`config.mk`:
```
export PLATFORM = sky130hd
export DESIGN_NAME = apb_delayer_nwin
export DESIGN_NICKNAME = d
export VERILOG_FILES = /design/src/rtl/apb_delayer_pkg.sv /design/src/rtl/apb_win_match.sv /design/src/rtl/apb_delayer_nwin.sv
export SDC_FILE = /design/constraint.sdc
export NUM_CORES = 1
export LEC_CHECK = 0
export BUFFER_PORTS_ARGS = -buffer_cell sky130_fd_sc_hd__buf_2
export CAP_MARGIN = 20
export CORE_MARGIN = 3
export CORE_UTILIZATION = 45
export DETAILED_ROUTE_END_ITERATION = 10
export PLACE_DENSITY_LB_ADDON = 0.25
export RECOVER_POWER = 50
export SYNTH_ARGS = -nofsm -noshare
export SYNTH_HDL_FRONTEND = slang
export SYNTH_SLANG_ARGS = --single-unit
```
`constraint.sdc`:
```
create_clock -name clock -period 5.7 [get_ports clock]
set_input_delay 1.14 -clock clock [delete_from_list [all_inputs] [get_ports clock]]
set_output_delay 1.14 -clock clock [all_outputs]
set_load 0.005 [all_outputs]
```
`src/rtl/apb_delayer_pkg.sv`:
```
// Shared types and helpers for the APB latency-scaling shim.
package apb_delayer_pkg;

  typedef enum logic [1:0] {StIdle, StAccess, StHold} state_t;

  // Saturating add of two values clamped to an unsigned width of w bits (w <= 32).
  function automatic logic [31:0] sat_add(input logic [31:0] a, input logic [31:0] b,
                                          input int unsigned w);
    logic [32:0] sum;
    logic [32:0] lim;
    sum = {1'b0, a} + {1'b0, b};
    lim = (33'd1 << w) - 33'd1;
    return (sum > lim) ? lim[31:0] : sum[31:0];
  endfunction

  function automatic bit is_pow2(input int unsigned v);
    return (v != 0) && ((v & (v - 1)) == 0);
  endfunction

endpackage

```
`src/rtl/apb_win_match.sv`:
```
// Combinational address window decoder: hit when any masked compare matches.
module apb_win_match #(
  parameter int unsigned                ADDR_W   = 32,
  parameter int unsigned                N_WIN    = 2,
  parameter logic [N_WIN*ADDR_W-1:0]    WIN_BASE = '0,
  parameter logic [N_WIN*ADDR_W-1:0]    WIN_MASK = '0
) (
  input  logic [ADDR_W-1:0] addr_i,
  output logic              hit_o
);

  // OR-reduce the per-window masked compares.
  always_comb begin
    hit_o = 1'b0;
    for (int unsigned i = 0; i < N_WIN; i++) begin
      if ((addr_i & WIN_MASK[i*ADDR_W +: ADDR_W]) == WIN_BASE[i*ADDR_W +: ADDR_W]) begin
        hit_o = 1'b1;
      end
    end
  end

endmodule

```
`src/rtl/apb_delayer_nwin.sv`:
```
// APB shim that stretches transfers hitting configured windows by R/S or a fixed delay.
module apb_delayer_nwin
  import apb_delayer_pkg::*;
#(
  parameter int unsigned             ADDR_W    = 32,
  parameter int unsigned             DATA_W    = 32,
  parameter int unsigned             N_WIN     = 2,
  parameter logic [N_WIN*ADDR_W-1:0] WIN_BASE  = {32'hc000_0000, 32'ha000_0000},
  parameter logic [N_WIN*ADDR_W-1:0] WIN_MASK  = {32'hf000_0000, 32'he000_0000},
  parameter int unsigned             MODE      = 0,
  parameter int unsigned             R         = 3,
  parameter int unsigned             S         = 4,
  parameter int unsigned             FIXED_DLY = 8,
  parameter int unsigned             CNT_W     = 12
) (
  input  logic                clock,
  input  logic                reset_n,
  input  logic [ADDR_W-1:0]   in_paddr,
  input  logic                in_psel,
  input  logic                in_penable,
  input  logic [2:0]          in_pprot,
  input  logic                in_pwrite,
  input  logic [DATA_W-1:0]   in_pwdata,
  input  logic [DATA_W/8-1:0] in_pstrb,
  output logic                in_pready,
  output logic [DATA_W-1:0]   in_prdata,
  output logic                in_pslverr,
  output logic [ADDR_W-1:0]   out_paddr,
  output logic                out_psel,
  output logic                out_penable,
  output logic [2:0]          out_pprot,
  output logic                out_pwrite,
  output logic [DATA_W-1:0]   out_pwdata,
  output logic [DATA_W/8-1:0] out_pstrb,
  input  logic                out_pready,
  input  logic [DATA_W-1:0]   out_prdata,
  input  logic                out_pslverr,
  output logic                hold_active
);

  if (!is_pow2(S) || (R == 0) || (N_WIN == 0) || (N_WIN > 8) || (CNT_W == 0) || (CNT_W > 32))
  begin : g_bad_param
    $error("apb_delayer_nwin: S must be a power of two, R >= 1, N_WIN 1..8, CNT_W 1..32");
  end

  localparam int unsigned      LOG2S    = $clog2(S);
  localparam logic [CNT_W-1:0] CntOne   = CNT_W'(1);
  localparam logic [CNT_W-1:0] RSat     = CNT_W'(sat_add(32'd0, 32'(R), CNT_W));
  localparam logic [CNT_W-1:0] FixedSat = CNT_W'(sat_add(32'd0, 32'(FIXED_DLY), CNT_W));

  state_t             state_q;
  logic [CNT_W-1:0]   k_q, acc_q, cnt_q;
  logic [DATA_W-1:0]  rdata_q;
  logic               slverr_q;

  logic               hit;
  logic               done;
  logic [CNT_W-1:0]   k_inc, acc_inc, scaled, extra;

  apb_win_match #(
    .ADDR_W   (ADDR_W),
    .N_WIN    (N_WIN),
    .WIN_BASE (WIN_BASE),
    .WIN_MASK (WIN_MASK)
  ) u_win_match (
    .addr_i (in_paddr),
    .hit_o  (hit)
  );

  // Downstream completes the access this cycle.
  assign done        = (state_q == StAccess) && in_psel && in_penable && out_pready;
  assign hold_active = (state_q == StHold);

  // Extra stretch computed from counters that already include the current cycle.
  always_comb begin
    k_inc   = CNT_W'(sat_add(32'(k_q), 32'd1, CNT_W));
    acc_inc = CNT_W'(sat_add(32'(acc_q), 32'(R), CNT_W));
    scaled  = acc_inc >> LOG2S;
    if (MODE == 1) extra = FixedSat;
    else           extra = (scaled > k_inc) ? (scaled - k_inc) : '0;
  end

  // Request passthrough, select masking in HOLD and response gating.
  always_comb begin
    out_paddr   = in_paddr;
    out_psel    = in_psel;
    out_penable = in_penable;
    out_pprot   = in_pprot;
    out_pwrite  = in_pwrite;
    out_pwdata  = in_pwdata;
    out_pstrb   = in_pstrb;
    in_pready   = out_pready;
    in_prdata   = out_prdata;
    in_pslverr  = out_pslverr;
    unique case (state_q)
      StIdle: ;
      StAccess: begin
        if (!(done && (extra == '0))) begin
          in_pready  = 1'b0;
          in_prdata  = '0;
          in_pslverr = 1'b0;
        end
      end
      StHold: begin
        out_psel    = 1'b0;
        out_penable = 1'b0;
        if (in_psel && (cnt_q == CntOne)) begin
          in_pready  = 1'b1;
          in_prdata  = rdata_q;
          in_pslverr = slverr_q;
        end else begin
          in_pready  = 1'b0;
          in_prdata  = '0;
          in_pslverr = 1'b0;
        end
      end
      default: ;
    endcase
  end

  // Sequencer: counts access cycles, latches the response and runs the hold countdown.
  always_ff @(posedge clock or negedge reset_n) begin
    if (!reset_n) begin
      state_q  <= StIdle;
      k_q      <= '0;
      acc_q    <= '0;
      cnt_q    <= '0;
      rdata_q  <= '0;
      slverr_q <= 1'b0;
    end else begin
      unique case (state_q)
        StIdle: begin
          if (in_psel && !in_penable && hit) begin
            state_q <= StAccess;
            k_q     <= CntOne;
            acc_q   <= RSat;
          end
        end
        StAccess: begin
          if (!in_psel) begin
            state_q <= StIdle;
          end else begin
            k_q   <= k_inc;
            acc_q <= acc_inc;
            if (done) begin
              if (extra == '0) begin
                state_q <= StIdle;
              end else begin
                rdata_q  <= out_prdata;
                slverr_q <= out_pslverr;
                cnt_q    <= extra;
                state_q  <= StHold;
              end
            end
          end
        end
        StHold: begin
          if (!in_psel) begin
            // Aborted by the master: drop the captured response.
            state_q  <= StIdle;
            rdata_q  <= '0;
            slverr_q <= 1'b0;
          end else if (cnt_q == CntOne) begin
            state_q <= StIdle;
          end else begin
            cnt_q <= cnt_q - CntOne;
          end
        end
        default: state_q <= StIdle;
      endcase
    end
  end

endmodule

```
# Word-level counts from Yosys, hierarchy flattened
# Index checks and enable logic that the tools add are counted.
dict set report op_classes {
  addsub 4
  muxes 45
  magnitude_cmp 3
  reduce_logical 16
  eq_ne 14
}
# cell n
set op_table {}
lappend op_table {{32-bit two-way mux} 6}
lappend op_table {{12-bit two-way mux} 12}
lappend op_table {{32-bit case mux with 2 select lines} 2}
lappend op_table {{12-bit case mux with 2 select lines} 3}
lappend op_table {{13-bit by 12-bit greater-than comparator with 1-bit output, second input constant} 2}
lappend op_table {{2-bit inequality test, second input constant} 7}
lappend op_table {{12-bit by 1-bit adder with 13-bit output, second input constant} 1}
lappend op_table {{12-bit by 2-bit adder with 13-bit output, second input constant} 1}
lappend op_table {{12-bit by 1-bit == test with 1-bit output, second input constant} 1}
lappend op_table {{10-bit by 12-bit greater-than comparator with 1-bit output} 1}
lappend op_table {{12-bit zero test} 1}
lappend op_table {{1-bit two-way mux} 12}
lappend op_table {{2-bit two-way mux} 6}
lappend op_table {{10-bit by 12-bit subtractor with 12-bit output} 1}
lappend op_table {{12-bit by 1-bit subtractor with 12-bit output, second input constant} 1}
lappend op_table {{1-bit logical AND} 7}
lappend op_table {{1-bit case mux with 2 select lines} 3}
lappend op_table {{2-bit case mux with 3 select lines} 1}
lappend op_table {{3-bit AND reduction} 2}
lappend op_table {{6-bit AND reduction} 1}
lappend op_table {{5-bit AND reduction} 1}
lappend op_table {{4-bit == test, second input constant} 1}
lappend op_table {{2-bit nonzero test} 2}
lappend op_table {{3-bit == test, second input constant} 1}
lappend op_table {{6 further kinds} 6}
dict set report word_totals {
  regBits 71
  out_inout_bits 109
  word_cells 88
  inputBits 110
}

# Logic depth before layout (Yosys ltp)
# Gate-level depths: netlist (run 1).
dict set report depth {
  ltp_word 10
  mapped_depth 26
  depth_no_buf 23
}

# Hierarchy
# A second synthesis (run 1) with hierarchy kept.
dict set report hier_totals {
  cells_unflattened 613
  area_unflattened_um2 5627.9
}
# module seq_area_each_um2 area_each_um2 instances cells_each
set modules_own_cells {}
lappend modules_own_cells {apb_delayer_nwin 1776.7 5601.6 1 610}
lappend modules_own_cells {apb_win_match 0.0 26.3 1 3}

# Worst setup path before layout (run 1)
# Ideal clock, no wire load.
dict set report synth_path {
  kind {register -> output}
  from {register acc_q[0]}
  to {output in_prdata[0]}
  path_slack_ps -455
  n_path_buf 3
  required_ps 4560
  arrival_ps 5015
  path_stages_with_launch 26
  cell_sequence {dfrtp_1 inv_1 ha_1 and4b_1 buf_6 and3_4 buf_6 nor2_1 o21ai_0 o31ai_1 a21boi_1 and2_1 ha_1 inv_1 fa_1 a21o_1 a211oi_1 nor2_1 or4bb_1 a2111oi_4 o211ai_2 nor2_1 nor2_1 o21ai_1 buf_2 a22o_1}
}
dict set report synth_via {
  elab_chain_len 9
  elab_cells_between_ends 10
  classes_between {add/sub (2); order compare (2); mux (4); reduce/logical (2)}
}
# element line_no
set synth_rtl {}
lappend synth_rtl {{from (decl)} apb_delayer_nwin.sv:52} ;# logic [CNT_W-1:0] k_q, acc_q, cnt_q;
lappend synth_rtl {{from (signal assigned)} apb_delayer_nwin.sv:136} ;# acc_q <= RSat;
lappend synth_rtl {{from (signal assigned)} apb_delayer_nwin.sv:144} ;# acc_q <= acc_inc;
lappend synth_rtl {{12-bit by 2-bit adder with 13-bit output *} apb_delayer_pkg.sv:11} ;# sum = {1'b0, a} + {1'b0, b};
lappend synth_rtl {{13-bit by 12-bit greater-than comparator with 1-bit output} apb_delayer_pkg.sv:13} ;# return (sum > lim) ? lim[31:0] : sum[31:0];
lappend synth_rtl {{12-bit two-way mux *} apb_delayer_pkg.sv:13}
lappend synth_rtl {{10-bit by 12-bit subtractor with 12-bit output or 10-bit by 12-bit greater-than comparator with 1-bit output (tied branches)} apb_delayer_nwin.sv:80} ;# else extra = (scaled > k_inc) ? (scaled - k_inc) : '0;
lappend synth_rtl {{12-bit two-way mux *} apb_delayer_nwin.sv:80}
lappend synth_rtl {{12-bit zero test *} apb_delayer_nwin.sv:98} ;# if (!(done && (extra == '0))) begin
lappend synth_rtl {{1-bit logical AND *} apb_delayer_nwin.sv:98}
lappend synth_rtl {{32-bit two-way mux *} apb_delayer_nwin.sv:98}
lappend synth_rtl {{32-bit case mux with 2 select lines *} apb_delayer_nwin.sv:95} ;# unique case (state_q)
lappend synth_rtl {{to (decl)} apb_delayer_nwin.sv:26} ;# output logic [DATA_W-1:0] in_prdata,
# Every way passes the cells marked *; elsewhere a longest branch is shown, timed or not.

# Worst setup path after layout (run 1)
dict set report layout_path {
  from {register k_q[0]}
  to {output in_prdata[5]}
}
dict set report layout_via {
  elab_chain_len 9
  elab_cells_between_ends 10
  classes_between {add/sub (2); order compare (2); mux (4); reduce/logical (2)}
}
# element line_no
set layout_rtl {}
lappend layout_rtl {{from (decl)} apb_delayer_nwin.sv:52}
lappend layout_rtl {{from (signal assigned)} apb_delayer_nwin.sv:135} ;# k_q <= CntOne;
lappend layout_rtl {{from (signal assigned)} apb_delayer_nwin.sv:143} ;# k_q <= k_inc;
lappend layout_rtl {{12-bit by 1-bit adder with 13-bit output *} apb_delayer_pkg.sv:11}
lappend layout_rtl {{13-bit by 12-bit greater-than comparator with 1-bit output} apb_delayer_pkg.sv:13}
lappend layout_rtl {{12-bit two-way mux *} apb_delayer_pkg.sv:13}
lappend layout_rtl {{10-bit by 12-bit subtractor with 12-bit output or 10-bit by 12-bit greater-than comparator with 1-bit output (tied branches)} apb_delayer_nwin.sv:80}
lappend layout_rtl {{12-bit two-way mux *} apb_delayer_nwin.sv:80}
lappend layout_rtl {{12-bit zero test *} apb_delayer_nwin.sv:98}
lappend layout_rtl {{1-bit logical AND *} apb_delayer_nwin.sv:98}
lappend layout_rtl {{32-bit two-way mux *} apb_delayer_nwin.sv:98}
lappend layout_rtl {{32-bit case mux with 2 select lines *} apb_delayer_nwin.sv:95}
# Marked as above.

==> reports/results.tsv, run 1 <==
stage	metric	value	unit
status	status	finished, violations left	
status	violations	capacitance limit, slew limit, setup timing	
yosys	synth_flop_cell	dfrtp_1	
worst_setup_path	rr_worst_depth	23	
timing	setup-violations-final	34	
clock_network	cts_sinks	71	
global_routing	grt_use_total	0.209	
floorplanning	rows	39	
timing	drv_slew	60	
drt	route.met2.wl	6710	um
drt	routed_wl	14100	um
worst_setup_path	critical-path-top-delay-family	simple AND/OR/NAND/NOR gates	
final_layout	syn2layout_area_growth	16.7	%
worst_setup_path	required	4.56	ns
placed_design	post_dp_cell_area	0.00574	sq mm
final_layout	layout-drive-gt1-share	0.321	
yosys	ys_warn_count	0	
timing	rsz0062_at_grt	true	
worst_hold_path	min_path_type	register to register	
drt	drtIter0Drc	248	
yosys	ys_seq_area_frac	0.330	
drt	dr.max_layer_used	met4	
global_routing	grt_pass1_vias	4519	
floorplanning	coreArea	0.0116	sq mm
yosys	yosysUniqueCellTypes	73	
worst_setup_path	end_kind	primary output	
placed_design	place.gp.congestion	0.947	
drt	wl_met1	6200	um
worst_setup_path	cpMostUsedCell	nor2_1	
floorplanning	fp.dieH	115	um
timing	relSlewSlack	-0.0537	
worst_setup_path	cp_slowest_cell	or4bb_1	
worst_setup_path	reg2reg_slack	0.46	ns
worst_setup_path	crit_fanout	17	
clock_network	path_clk_slew	0.06	ns
final_layout	final_nets	785	
floorplanning	io-pin-count	219	
worst_setup_path	cp.arrival	4.99	ns
yosys	syn_nets	720	
yosys	ys_async_sr_fraction	1.00	
yosys	synth_edf_count	0	
clock_network	cts_buffers	9	
clock_network	ctsHtreeMaxLevel	3	
worst_setup_path	r2r_end	rdata_q[1]$_DFFE_PN0P_	
global_routing	grt_overflow	0	
drt	vias	4744	
timing	min_period_over_period	1.07	
final_layout	design_area	0.00628	sq mm
worst_setup_path	path_cells	inv_1 > ha_1 > or4_1 > nor2_1 > and3_1 > a31oi_4 > nand2_2 > ha_4 > inv_2 > fa_2 > a21o_1 > a211oi_2 > nor2_1 > or4bb_1 > a2111oi_4 > o211ai_2 > nor2_1 > nor2_1 > o21ai_2 > buf_4 > buf_12 > a22o_1 > buf_2	
worst_hold_path	hold_end	rdata_q[17]$_DFFE_PN0P_	
power	leakagePower	2.91	nW
worst_setup_path	critPathKind	register to primary output	
worst_hold_path	min_path_cells	1	
flow_run	maxCapViolCount	2	
global_routing	grt_pass1_wl	22400	um
drt	ant_nets	0	
timing	hold_ws	0.496	ns
final_layout	diodes	0	
drt	drt_pass1_iterations	4	
timing	hold_viol	0	
worst_setup_path	r2r-start	k_q[0]$_DFFE_PN0P_	
timing	setup_ws	-0.426	ns
placed_design	portBuffers	82	
worst_setup_path	startpoint	k_q[0]$_DFFE_PN0P_	
floorplanning	die_w	115	um
drt	dr_wl_met3	936	um
drt	via_per_inst	5.90	
clock_network	cts_root_buf	clkbuf_16	
yosys	synth_seq_cells	71	
power	power_density	582	mW/mm^2
power	peakVddDrop	427	uV
drt	wl_per_cell	17.6	um
timing	worst_slew_pin_slew	1.58	ns
worst_setup_path	critPathMaxStageDelay	0.54	ns
worst_setup_path	start_kind	register	
final_layout	fillCellCount	1033	
floorplanning	die_area	0.0133	sq mm
worst_hold_path	hp-start	rdata_q[17]$_DFFE_PN0P_	
yosys	syn_inst	591	
timing	finClkSkew	0.00580	ns
timing	clock.fmax	163	MHz
worst_setup_path	cp_num_buf_inv	5	
drt	drcViolationCount	0	
yosys	synth_area	0.00538	sq mm
global_routing	grt_max_degree	44	
clock_network	cts_tree	done	
clock_network	clock_latency	0.34	ns
global_routing	antenna_found_initial	0	
placed_design	dp_hpwl	10000	um
timing	min_period	6.13	ns
floorplanning	start_util	0.466	
yosys	avgSynthCellArea	9.11	sq um
clock_network	cts_buffer_depth	2	
sequential cells by signal, summed over array words and instances, names as in the netlist:
name      flops
state_q       2
rdata_q      32
slverr_q      1
cnt_q        12
k_q          12
acc_q        12
where the power goes:
part	internal, mW	switching, mW
clock	0.385	0.223
sequential	0.688	0.135
combinational	1.12	1.11
cell families (layout without fill, tap and decap cells):
kind of cell | Yosys count | after routing | share of synthesized area
adders and majority gates | 21 | 21 | 0.0495
and+or+nand+nor | 168 | 168 | 0.159
DFF | 71 | 71 | 0.330
buffers and inverters | 123 | 193 | 0.156
xor gates and xnor gates | 15 | 15 | 0.0284
muxes | 3 | 3 | 0.00558
AOI/OAI and AO/OA | 190 | 190 | 0.272
worst max path at each step:
stage / endpoint / depth (start not counted)
floorplan: in_prdata[12] / 25
global placement: in_prdata[4] / 21
detailed placement: in_prdata[4] / 21
CTS: in_prdata[4] / 23
global route: in_prdata[22] / 25
finish: in_prdata[5] / 23
worst register-to-register path, stage by stage, from the launching register on:
cell,delay (ns)
dfrtp_1,0.41
inv_1,0.06
ha_1,0.30
or4_1,0.51
nor2_1,0.10
and3_1,0.20
a31oi_4,0.13
nand2_2,0.11
ha_4,0.14
inv_2,0.04
fa_2,0.38
a21o_1,0.18
a211oi_2,0.18
nor2_1,0.09
or4bb_1,0.54
a2111oi_4,0.23
o211ai_2,0.14
buf_4,0.15
buf_4,0.12
buf_4,0.13
o211ai_4,0.28
nand2_2,0.10
and3_4,0.31
a22o_2,0.32
area by class of cell:
| type | count | area, sq um | area share |
|---|---|---|---|
| well taps | 143 | 179 | 0.0285 |
| clock buffers | 10 | 229 | 0.0364 |
| repair buffers | 157 | 1040 | 0.165 |
| flip-flops and latches | 71 | 1780 | 0.283 |
| clock inverters | 6 | 92.6 | 0.0147 |
| multi-input cells | 397 | 2890 | 0.460 |
| inverters | 20 | 75.1 | 0.0119 |
cell usage in the layout, fill, tap and decap left out, drive strengths merged, types with 4 or more instances in the layout:
master,n
buf,153
a22o,76
dfrtp,71
nand2,52
o21ai,35
nor2,29
nand3,23
inv,20
a21oi,19
ha,18
clkbuf,14
a31oi,11
nor3,10
xnor2,7
and3,7
xor2,7
o211ai,7
o21a,6
nand4,5
o31ai,5
nor2b,5
a21o,5
or3,5
and2,5
or2,4
nand2b,4
a211oi,4
synth_stat cells, types with 6 or more instances:
library cell   n  area share
a21oi_1       18       0.017
a22o_1        73        0.12
a31oi_1       11       0.013
buf_4         72        0.10
buf_6          9       0.019
clkbuf_1      11      0.0077
dfrtp_1       71        0.33
ha_1          18       0.042
inv_1         19       0.013
nand2_1       51       0.036
nand3_1       23       0.021
nor2_1        29       0.020
nor3_1        10      0.0093
o21a_1         6      0.0084
o21ai_0       34       0.032
xnor2_1        7       0.011
xor2_1         6      0.0098
stage by stage:
stage	util	total power, mW	setup TNS (ns)	cells	setup slack [ns]
4_1_cts	0.536	3.59	-15.32	799	-0.474
3_3_place_gp	0.496	2.78	-0.578	776	-0.0467
6_report	0.543	3.66	-13.81	804	-0.426
5_1_grt	0.543	3.91	-21.65	804	-0.653
2_1_floorplan	-	2.18	-0.562	591	-0.0194
3_5_place_dp	0.496	2.80	-3.40	776	-0.128
routing by layer:
layer / vias to the layer above / track usage
met5: - / 0
met4: 0 / 0.0587
met3: 34 / 0.0553
met2: 164 / 0.332
li1: 2240 / -
met1: 2306 / 0.283
repair_timing:
item	CTS	global route
resized for setup	11	6
setup endpoints to repair	34	34
pin swaps	1	13
hold buffers	0	0
setup buffers	5	3
cloned	2	1
(Power assumes the default switching activity.)
==> run 2: changes to the inputs <==
TNS_END_PERCENT = 5   (was default)
==> run 2 against run 1 <==
Against the previous run:
- the flow still finishes with violations (capacitance limit, slew limit, setup timing)
- sequential share of layout area about the same
- die area unchanged
- setup slack worse by 0.15 ns
- sequential power hardly changed
- via count decreased by 0.23%
- largest power group unchanged
- clock skew rose by 0.0014 ns
- core utilization about the same
- worst hold slack better by 0.0030 ns
==> reports/results.tsv, run 2 (same netlist as run 1, synthesis figures left out) <==
stage	metric	value	unit	change
timing	tns	-18.36	ns	-4.54 ns
global_routing	grt_use_total	0.205		-0.00441
floorplanning	coreArea	0.0116	sq mm	unchanged
placed_design	dp_hpwl	10000	um	unchanged
drt	wl_per_cell	18.0	um	+2.4%
global_routing	use_met2	0.325		-0.00694
drt	drt_pass1_iterations	4		unchanged
floorplanning	die_w	115	um	unchanged
worst_setup_path	r2r-start	acc_q[0]$_DFFE_PN0P_		
global_routing	top_usage_layer	met2		
worst_setup_path	rr_worst_depth	24		+4.3%
floorplanning	rows	39		unchanged
worst_hold_path	hp-start	rdata_q[17]$_DFFE_PN0P_		
timing	drv_slew	60		unchanged
final_layout	final_cell_mix	81 x buf_2, 73 x a22o_1, 71 x dfrtp_1, 67 x buf_4, 48 x nand2_1		
clock_network	clock_latency	0.35	ns	about the same
worst_setup_path	critPathKind	register to primary output		
final_layout	largest_register	rdata_q		
drt	drcViolationCount	0		unchanged
worst_setup_path	r2r_end	rdata_q[1]$_DFFE_PN0P_		
clock_network	cts_buffers	9		unchanged
final_layout	syn2layout_area_growth	16.8	%	about the same
clock_network	cts_buffer_depth	2		unchanged
final_layout	diodes	0		unchanged
worst_setup_path	end_kind	primary output		
global_routing	grt_pass1_vias	4478		-0.91%
global_routing	grt_overflow	0		unchanged
worst_setup_path	path_cells	inv_2 > buf_4 > ha_1 > nor4b_4 > nand4_1 > nor3_2 > a21boi_2 > buf_4 > buf_4 > o21ai_2 > ha_4 > o21a_1 > o31a_1 > buf_4 > o41ai_1 > maj3_2 > xor2_2 > o211ai_2 > nor2_2 > nor2_2 > o21ai_4 > clkbuf_16 > a22o_1 > buf_2		
status	violations	capacitance limit, slew limit, setup timing		
final_layout	fillCellCount	1035		+0.19%
power	leakagePower	2.89	nW	-0.42%
global_routing	met3_usage	0.0547		-0.000526
worst_setup_path	crit_fanout	8		-9
timing	clock.fmax	159	MHz	-2.4%
flow_run	maxCapViolCount	2		unchanged
timing	worst_slew_pin_slew	1.57	ns	-0.0149 ns
worst_setup_path	start_kind	register		
clock_network	hold_buffers	0		unchanged
drt	routed_wl	14400	um	+2.1%
timing	rsz0062_at_grt	true		
final_layout	final_nets	783		-0.25%
drt	ant_nets	0		unchanged
placed_design	place.gp.congestion	0.947		unchanged
timing	hold_ws	0.499	ns	+0.00303 ns
global_routing	met1_usage	0.276		-0.00725
timing	min_period_over_period	1.10		+0.0265
placed_design	dp_worst_setup_slack	-0.128	ns	unchanged
timing	min_period	6.28	ns	+0.151 ns
clock_network	cts_root_buf	clkbuf_16		
worst_setup_path	cp.arrival	5.14	ns	+0.15 ns
final_layout	largest_register_ff_count	32		unchanged
floorplanning	start_util	0.466		unchanged
drt	vias	4733		-0.23%
floorplanning	io-pin-count	219		unchanged
global_routing	antenna_found_initial	0		unchanged
worst_hold_path	min_path_type	register to register		
timing	setup_ws	-0.577	ns	-0.151 ns
global_routing	grt_max_degree	44		unchanged
drt	via_per_inst	5.90		about the same
floorplanning	die_area	0.0133	sq mm	unchanged
final_layout	layout-drive-gt1-share	0.332		+0.0116
clock_network	ctsHtreeMaxLevel	3		unchanged
worst_setup_path	cp.depth	24		+4.3%
timing	finClkSkew	0.00716	ns	+0.00136 ns
floorplanning	fp.dieH	115	um	unchanged
worst_hold_path	hold_end	rdata_q[17]$_DFFE_PN0P_		
status	status	finished, violations left		
worst_setup_path	critical-path-top-delay-family	compound AO/OA/AOI/OAI gates		
final_layout	final_common_cell	buf_2		
global_routing	grt_pass1_wl	22000	um	-1.6%
power	power_density	578	mW/mm^2	-0.73%
clock_network	path_clk_slew	0.06	ns	about the same
clock_network	cts_tree	done		
worst_setup_path	required	4.56	ns	about the same
worst_hold_path	min_path_cells	1		unchanged
drt	drtIter0Drc	333		+34%
worst_setup_path	reg2reg_slack	0.52	ns	+0.06 ns
worst_setup_path	cp_num_buf_inv	7		+2
worst_setup_path	cpMostUsedCell	buf_4		
power	peakVddDrop	430	uV	+0.54%
timing	setup-violations-final	34		unchanged
placed_design	portBuffers	82		unchanged
worst_setup_path	cp_slowest_cell	dfrtp_1		
clock_network	cts_sinks	71		unchanged
worst_setup_path	critPathMaxStageDelay	0.37	ns	-0.17 ns
timing	hold_viol	0		unchanged
timing	relSlewSlack	-0.0437		+0.00994
-- run 2: changes by cell type in the layout (fill, tap and decap cells not counted), sizes merged --
cell / delta
buf: -3
clkbuf: +1
-- run 2: per-stage QoR --
stage	area, sq um	power (mW)	util	cells
2_1_floorplan	5450	2.18	-	591
3_3_place_gp	5740	2.78	0.496	776
3_5_place_dp	5740	2.80	0.496	776
4_1_cts	6120	3.47	0.529	792
5_1_grt	6290	3.87	0.544	802
6_report	6290	3.63	0.544	802
-- run 2: worst register-to-register path, delay by kind of cell, from the launching register on --
kind                       cells  cell delay [ns]
AOI/OAI and AO/OA              8             1.54
and+or+nand+nor                5             1.08
adders and majority gates      3             0.93
buffers and inverters          7             0.92
DFF                            1             0.37
xor gates and xnor gates       1             0.22
-- run 2: repair_timing --
action | CTS | global route
cloned | 0 | 3
gates resized for setup | 12 | 13
pin swaps | 7 | 19
setup buffers | 0 | 6
setup endpoints to repair | 34 | 34
-- run 2: worst max path at each step --
stage | startpoint | endpoint | slack (ns)
2_1_floorplan | acc_q[0]$_DFFE_PN0P_ | in_prdata[12] | -0.02
3_3_place_gp | k_q[0]$_DFFE_PN0P_ | in_prdata[4] | -0.05
3_5_place_dp | k_q[1]$_DFFE_PN0P_ | in_prdata[4] | -0.13
4_1_cts | acc_q[1]$_DFFE_PN0P_ | in_prdata[4] | -0.38
5_1_grt | acc_q[1]$_DFFE_PN0P_ | in_prdata[0] | -0.75
6_report | acc_q[0]$_DFFE_PN0P_ | in_prdata[0] | -0.58
-- run 2: cell type report --
| type | instances | area, sq um | area share |
|---|---|---|---|
| clock buffer | 10 | 229 | 0.0364 |
| clock inverter | 6 | 92.6 | 0.0147 |
| inverter | 20 | 75.1 | 0.0119 |
| multi-input combinational | 397 | 2930 | 0.467 |
| sequential | 71 | 1780 | 0.283 |
| tap | 143 | 179 | 0.0285 |
| timing repair buffer | 155 | 1000 | 0.159 |
-- run 2: where the power goes --
| part | internal (mW) | total (mW) | leakage [nW] | switching (mW) |
|---|---|---|---|---|
| Combinational | 1.08 | 2.20 | 1.84 | 1.12 |
| Sequential | 0.687 | 0.823 | 0.904 | 0.135 |
| Clock | 0.385 | 0.613 | 0.149 | 0.227 |
| Total | 2.15 | 3.63 | 2.89 | 1.48 |
-- run 2: layer usage --
layer  share of wire  wire [um]
met1            0.44       6360
met2            0.47       6830
met3           0.062        888
met4           0.023        330
met5               0          0
==> run 3: changes to the inputs <==
ABC_AREA = 1   (was default)
CORE_UTILIZATION = 46   (was 45)
==> run 3 against run 2 <==
Against the previous run:
- the run ends with capacitance limit, slew limit left
- design area rose by 7.5%
- routed wire length rose by 6.1%
- clock power increased by 9.1%
- combinational power grew 34%
- sequential cell count is the same
- critical path type unchanged
==> reports/results.tsv, run 3 <==
stage	metric	value	unit	change
drt	drtIter0Drc	447		+34%
power	internal_power	2.29	mW	+6.5%
power	switching_share	0.481		+0.0736
yosys	synthTopCellsByCount	223 x nand2_1, 140 x inv_1, 93 x nor2_1, 77 x buf_4, 71 x dfrtp_1		
placed_design	place.gp.congestion	0.925		-2.3%
timing	hold_viol	0		unchanged
power	peakVddDrop	411	uV	-4.4%
final_layout	syn2layout_area_growth	12.6	%	
clock_network	cts_sinks	71		unchanged
yosys	syn_nets	1039		+44%
power	power_density	654	mW/mm^2	+13%
clock_network	ctsHtreeMaxLevel	3		unchanged
timing	drv_slew	74		+23%
status	status	finished, violations left		
power	switchingPower	2.12	mW	+44%
global_routing	grt_max_degree	48		+9.1%
clock_network	cts_buffer_depth	2		unchanged
timing	finClkSkew	0.00746	ns	+0.000302 ns
final_layout	final_cell_mix	219 x nand2_1, 137 x inv_1, 87 x nor2_1, 80 x buf_2, 70 x dfrtp_1		
clock_network	cts_buffers	9		unchanged
worst_setup_path	cpMostUsedCell	nand2_1		
global_routing	grt_use_total	0.205		about the same
power	p_clk_frac	0.151		-0.018
yosys	ys_seq_area_frac	0.296		-0.0339
global_routing	grt_pass1_wl	24400	um	+11%
floorplanning	coreArea	0.0127	sq mm	+9.6%
clock_network	path_clk_slew	0.06	ns	about the same
yosys	synth_edf_count	0		unchanged
floorplanning	fp.dieH	120	um	+4.2%
timing	rsz0062_at_grt	true		
final_layout	design_area	0.00676	sq mm	+7.5%
worst_setup_path	r2r-start	acc_q[1]$_DFFE_PN0P_		
timing	clock.fmax	176	MHz	+10%
worst_setup_path	r2r_end	rdata_q[13]$_DFFE_PN0P_		
yosys	ys_warn_count	0		unchanged
floorplanning	io-pin-count	219		unchanged
drt	via_per_inst	5.05		-14%
drt	ant_nets	0		unchanged
global_routing	grt_pass1_vias	4912		+9.7%
yosys	synth.top_cells.by_area	dfrtp_1 30%, nand2_1 14%, buf_4 9.6%		
yosys	syn_inst	910		+54%
floorplanning	start_util	0.474		+0.00804
final_layout	largest_register	rdata_q		
timing	min_period_over_period	0.998		-0.104
worst_setup_path	end_kind	primary output		
yosys	yosys.area.top_type	dfrtp_1		
clock_network	hold_buffers	0		unchanged
worst_hold_path	min_path_cells	2		+1
clock_network	cts_root_buf	clkbuf_16		
placed_design	portBuffers	82		unchanged
placed_design	dp_hpwl	10600	um	+5.9%
worst_setup_path	start_kind	register		
timing	setup-violations-final	0		-100%
yosys	synth_seq_cells	71		unchanged
yosys	synth_area	0.00600	sq mm	+11%
placed_design	post_dp_cell_area	0.00606	sq mm	+5.5%
power	leakagePower	3.67	nW	+27%
worst_hold_path	hp-start	rdata_q[23]$_DFFE_PN0P_		
worst_setup_path	reg2reg_slack	1.02	ns	+0.50 ns
final_layout	diodes	0		unchanged
worst_setup_path	rr_worst_depth	28		+17%
worst_setup_path	required	4.56	ns	about the same
timing	worst_slew_pin_slew	1.97	ns	+0.401 ns
yosys	yosysUniqueCellTypes	42		-42%
drt	drcViolationCount	0		unchanged
worst_setup_path	critPathKind	register to primary output		
clock_network	cts_tree	done		
worst_setup_path	cp_slowest_cell	dfrtp_1		
worst_hold_path	hold_end	rdata_q[23]$_DFFE_PN0P_		
power	pwr-share-comb	0.665		+0.060
timing	relSlewSlack	-0.311		-0.267
worst_setup_path	crit_fanout	8		unchanged
yosys	avgSynthCellArea	6.59	sq um	-28%
final_layout	final_common_cell	nand2_1		
drt	routed_wl	15300	um	+6.1%
flow_run	maxCapViolCount	2		unchanged
floorplanning	die_w	120	um	+4.2%
final_layout	layout-drive-gt1-share	0.218		-0.114
floorplanning	rows	41		+5.1%
power	power.share.sequential	0.184		-0.043
drt	wl_per_cell	13.8	um	-23%
yosys	synth.most_common_cell	nand2_1		
yosys	synth_top_area_frac	0.296		-0.0339
timing	min_period	5.69	ns	-0.590 ns
global_routing	grt_overflow	0		unchanged
yosys	synth_flop_cell	dfrtp_1		
drt	vias	5591		+18%
yosys	ys_async_sr_fraction	1.00		unchanged
final_layout	instances_no_fill	1107		+38%
worst_setup_path	cp.arrival	4.55	ns	-0.59 ns
placed_design	placedCellCount	1074		+38%
worst_setup_path	critPathMaxStageDelay	0.40	ns	+0.03 ns
status	violations	capacitance limit, slew limit		
clock_network	clock_latency	0.34	ns	about the same
drt	drt_pass1_iterations	6		+2
floorplanning	die_area	0.0145	sq mm	+8.6%
worst_hold_path	min_path_type	register to register		
global_routing	antenna_found_initial	0		unchanged
final_layout	largest_register_ff_count	32		unchanged
final_layout	final_nets	1059		+35%
==> run 3: cell types whose count changed after synthesis, sizes merged, moves of 7 or more <==
cell,before,now
o21ai,35,60
nand4,5,58
o22ai,3,17
nand2,52,241
nand3,23,42
inv,19,145
a22o,76,2
nor2,29,99
clkbuf,12,20
and3,7,0
nor3,10,3
a31oi,11,0
==> run 3: metal layers <==
layer	global-route usage	part of all wire
met1	0.286	0.47
met3	0.0472	0.050
met4	0.0673	0.019
met2	0.315	0.46
met5	0	0
==> run 3: power groups by stage <==
stage               combinational, mW  sequential [mW]  clock, mW
global route                     3.31            0.831      0.698
CTS                              2.71            0.805      0.682
finish                           2.94            0.813      0.669
floorplan                        1.94            0.788          0
global placement                 2.56            0.813          0
detailed placement               2.59            0.814          0
==> run 3: critical path: cells and delay by family (launching register included) <==
| kind | cells | cell delay [ns] |
|---|---|---|
| AOI/OAI and AO/OA | 5 | 0.61 |
| xor gates and xnor gates | 1 | 0.24 |
| and+or+nand+nor | 15 | 1.78 |
| adders and majority gates | 2 | 0.49 |
| DFF | 1 | 0.40 |
| buffers and inverters | 5 | 0.69 |
==> run 3: worst max-delay path by stage <==
stage	start	to	slack, ns	depth (start not counted)
6_report	acc_q[1]$_DFFE_PN0P_	in_prdata[9]	0.01	28
5_1_grt	acc_q[0]$_DFFE_PN0P_	in_prdata[2]	-0.35	30
4_1_cts	acc_q[1]$_DFFE_PN0P_	in_prdata[27]	0.02	34
3_5_place_dp	acc_q[0]$_DFFE_PN0P_	in_prdata[27]	0.24	34
3_3_place_gp	acc_q[0]$_DFFE_PN0P_	in_prdata[0]	0.36	35
2_1_floorplan	acc_q[0]$_DFFE_PN0P_	in_prdata[0]	0.53	33
==> run 3: layout make-up <==
cell class                      count  area [sq um]
Clock buffer                       11           253
Clock inverter                      5           104
Fill cell                        1265          5910
Inverter                          147           552
Multi-Input combinational cell    585          3120
Sequential cell                    71          1780
Tap cell                          172           215
Timing Repair Buffer              116           734
==> run 3: what timing repair did <==
| item | CTS | global route |
|---|---|---|
| hold endpoints to repair | 0 | 0 |
| cloned | 1 | 2 |
| gates resized for setup | 12 | 33 |
| setup buffers | 5 | 9 |
| setup endpoints to repair | 33 | 34 |
| pin swaps | 0 | 17 |
==> run 3: kinds of logic after synthesis <==
family | after synthesis | synth area share
AND/OR/NAND/NOR | 452 | 0.341
buffers and inverters | 254 | 0.211
AO/OA/AOI/OAI | 106 | 0.0993
flip-flops | 71 | 0.296
adder cells (fa/ha/maj) | 19 | 0.0409
XOR/XNOR | 8 | 0.0117
==> run 3: stage by stage <==
step	power (mW)	hold WS, ns	worst slack (ns)	util	TNS, ns
6_report	4.42	0.469	0.0130	0.533	0
2_1_floorplan	2.73	0.442	0.533	-	0
4_1_cts	4.20	0.472	0.0176	0.515	0
3_3_place_gp	3.37	0.454	0.355	0.478	0
3_5_place_dp	3.40	0.458	0.236	0.478	0
5_1_grt	4.84	0.488	-0.346	0.533	-10.61
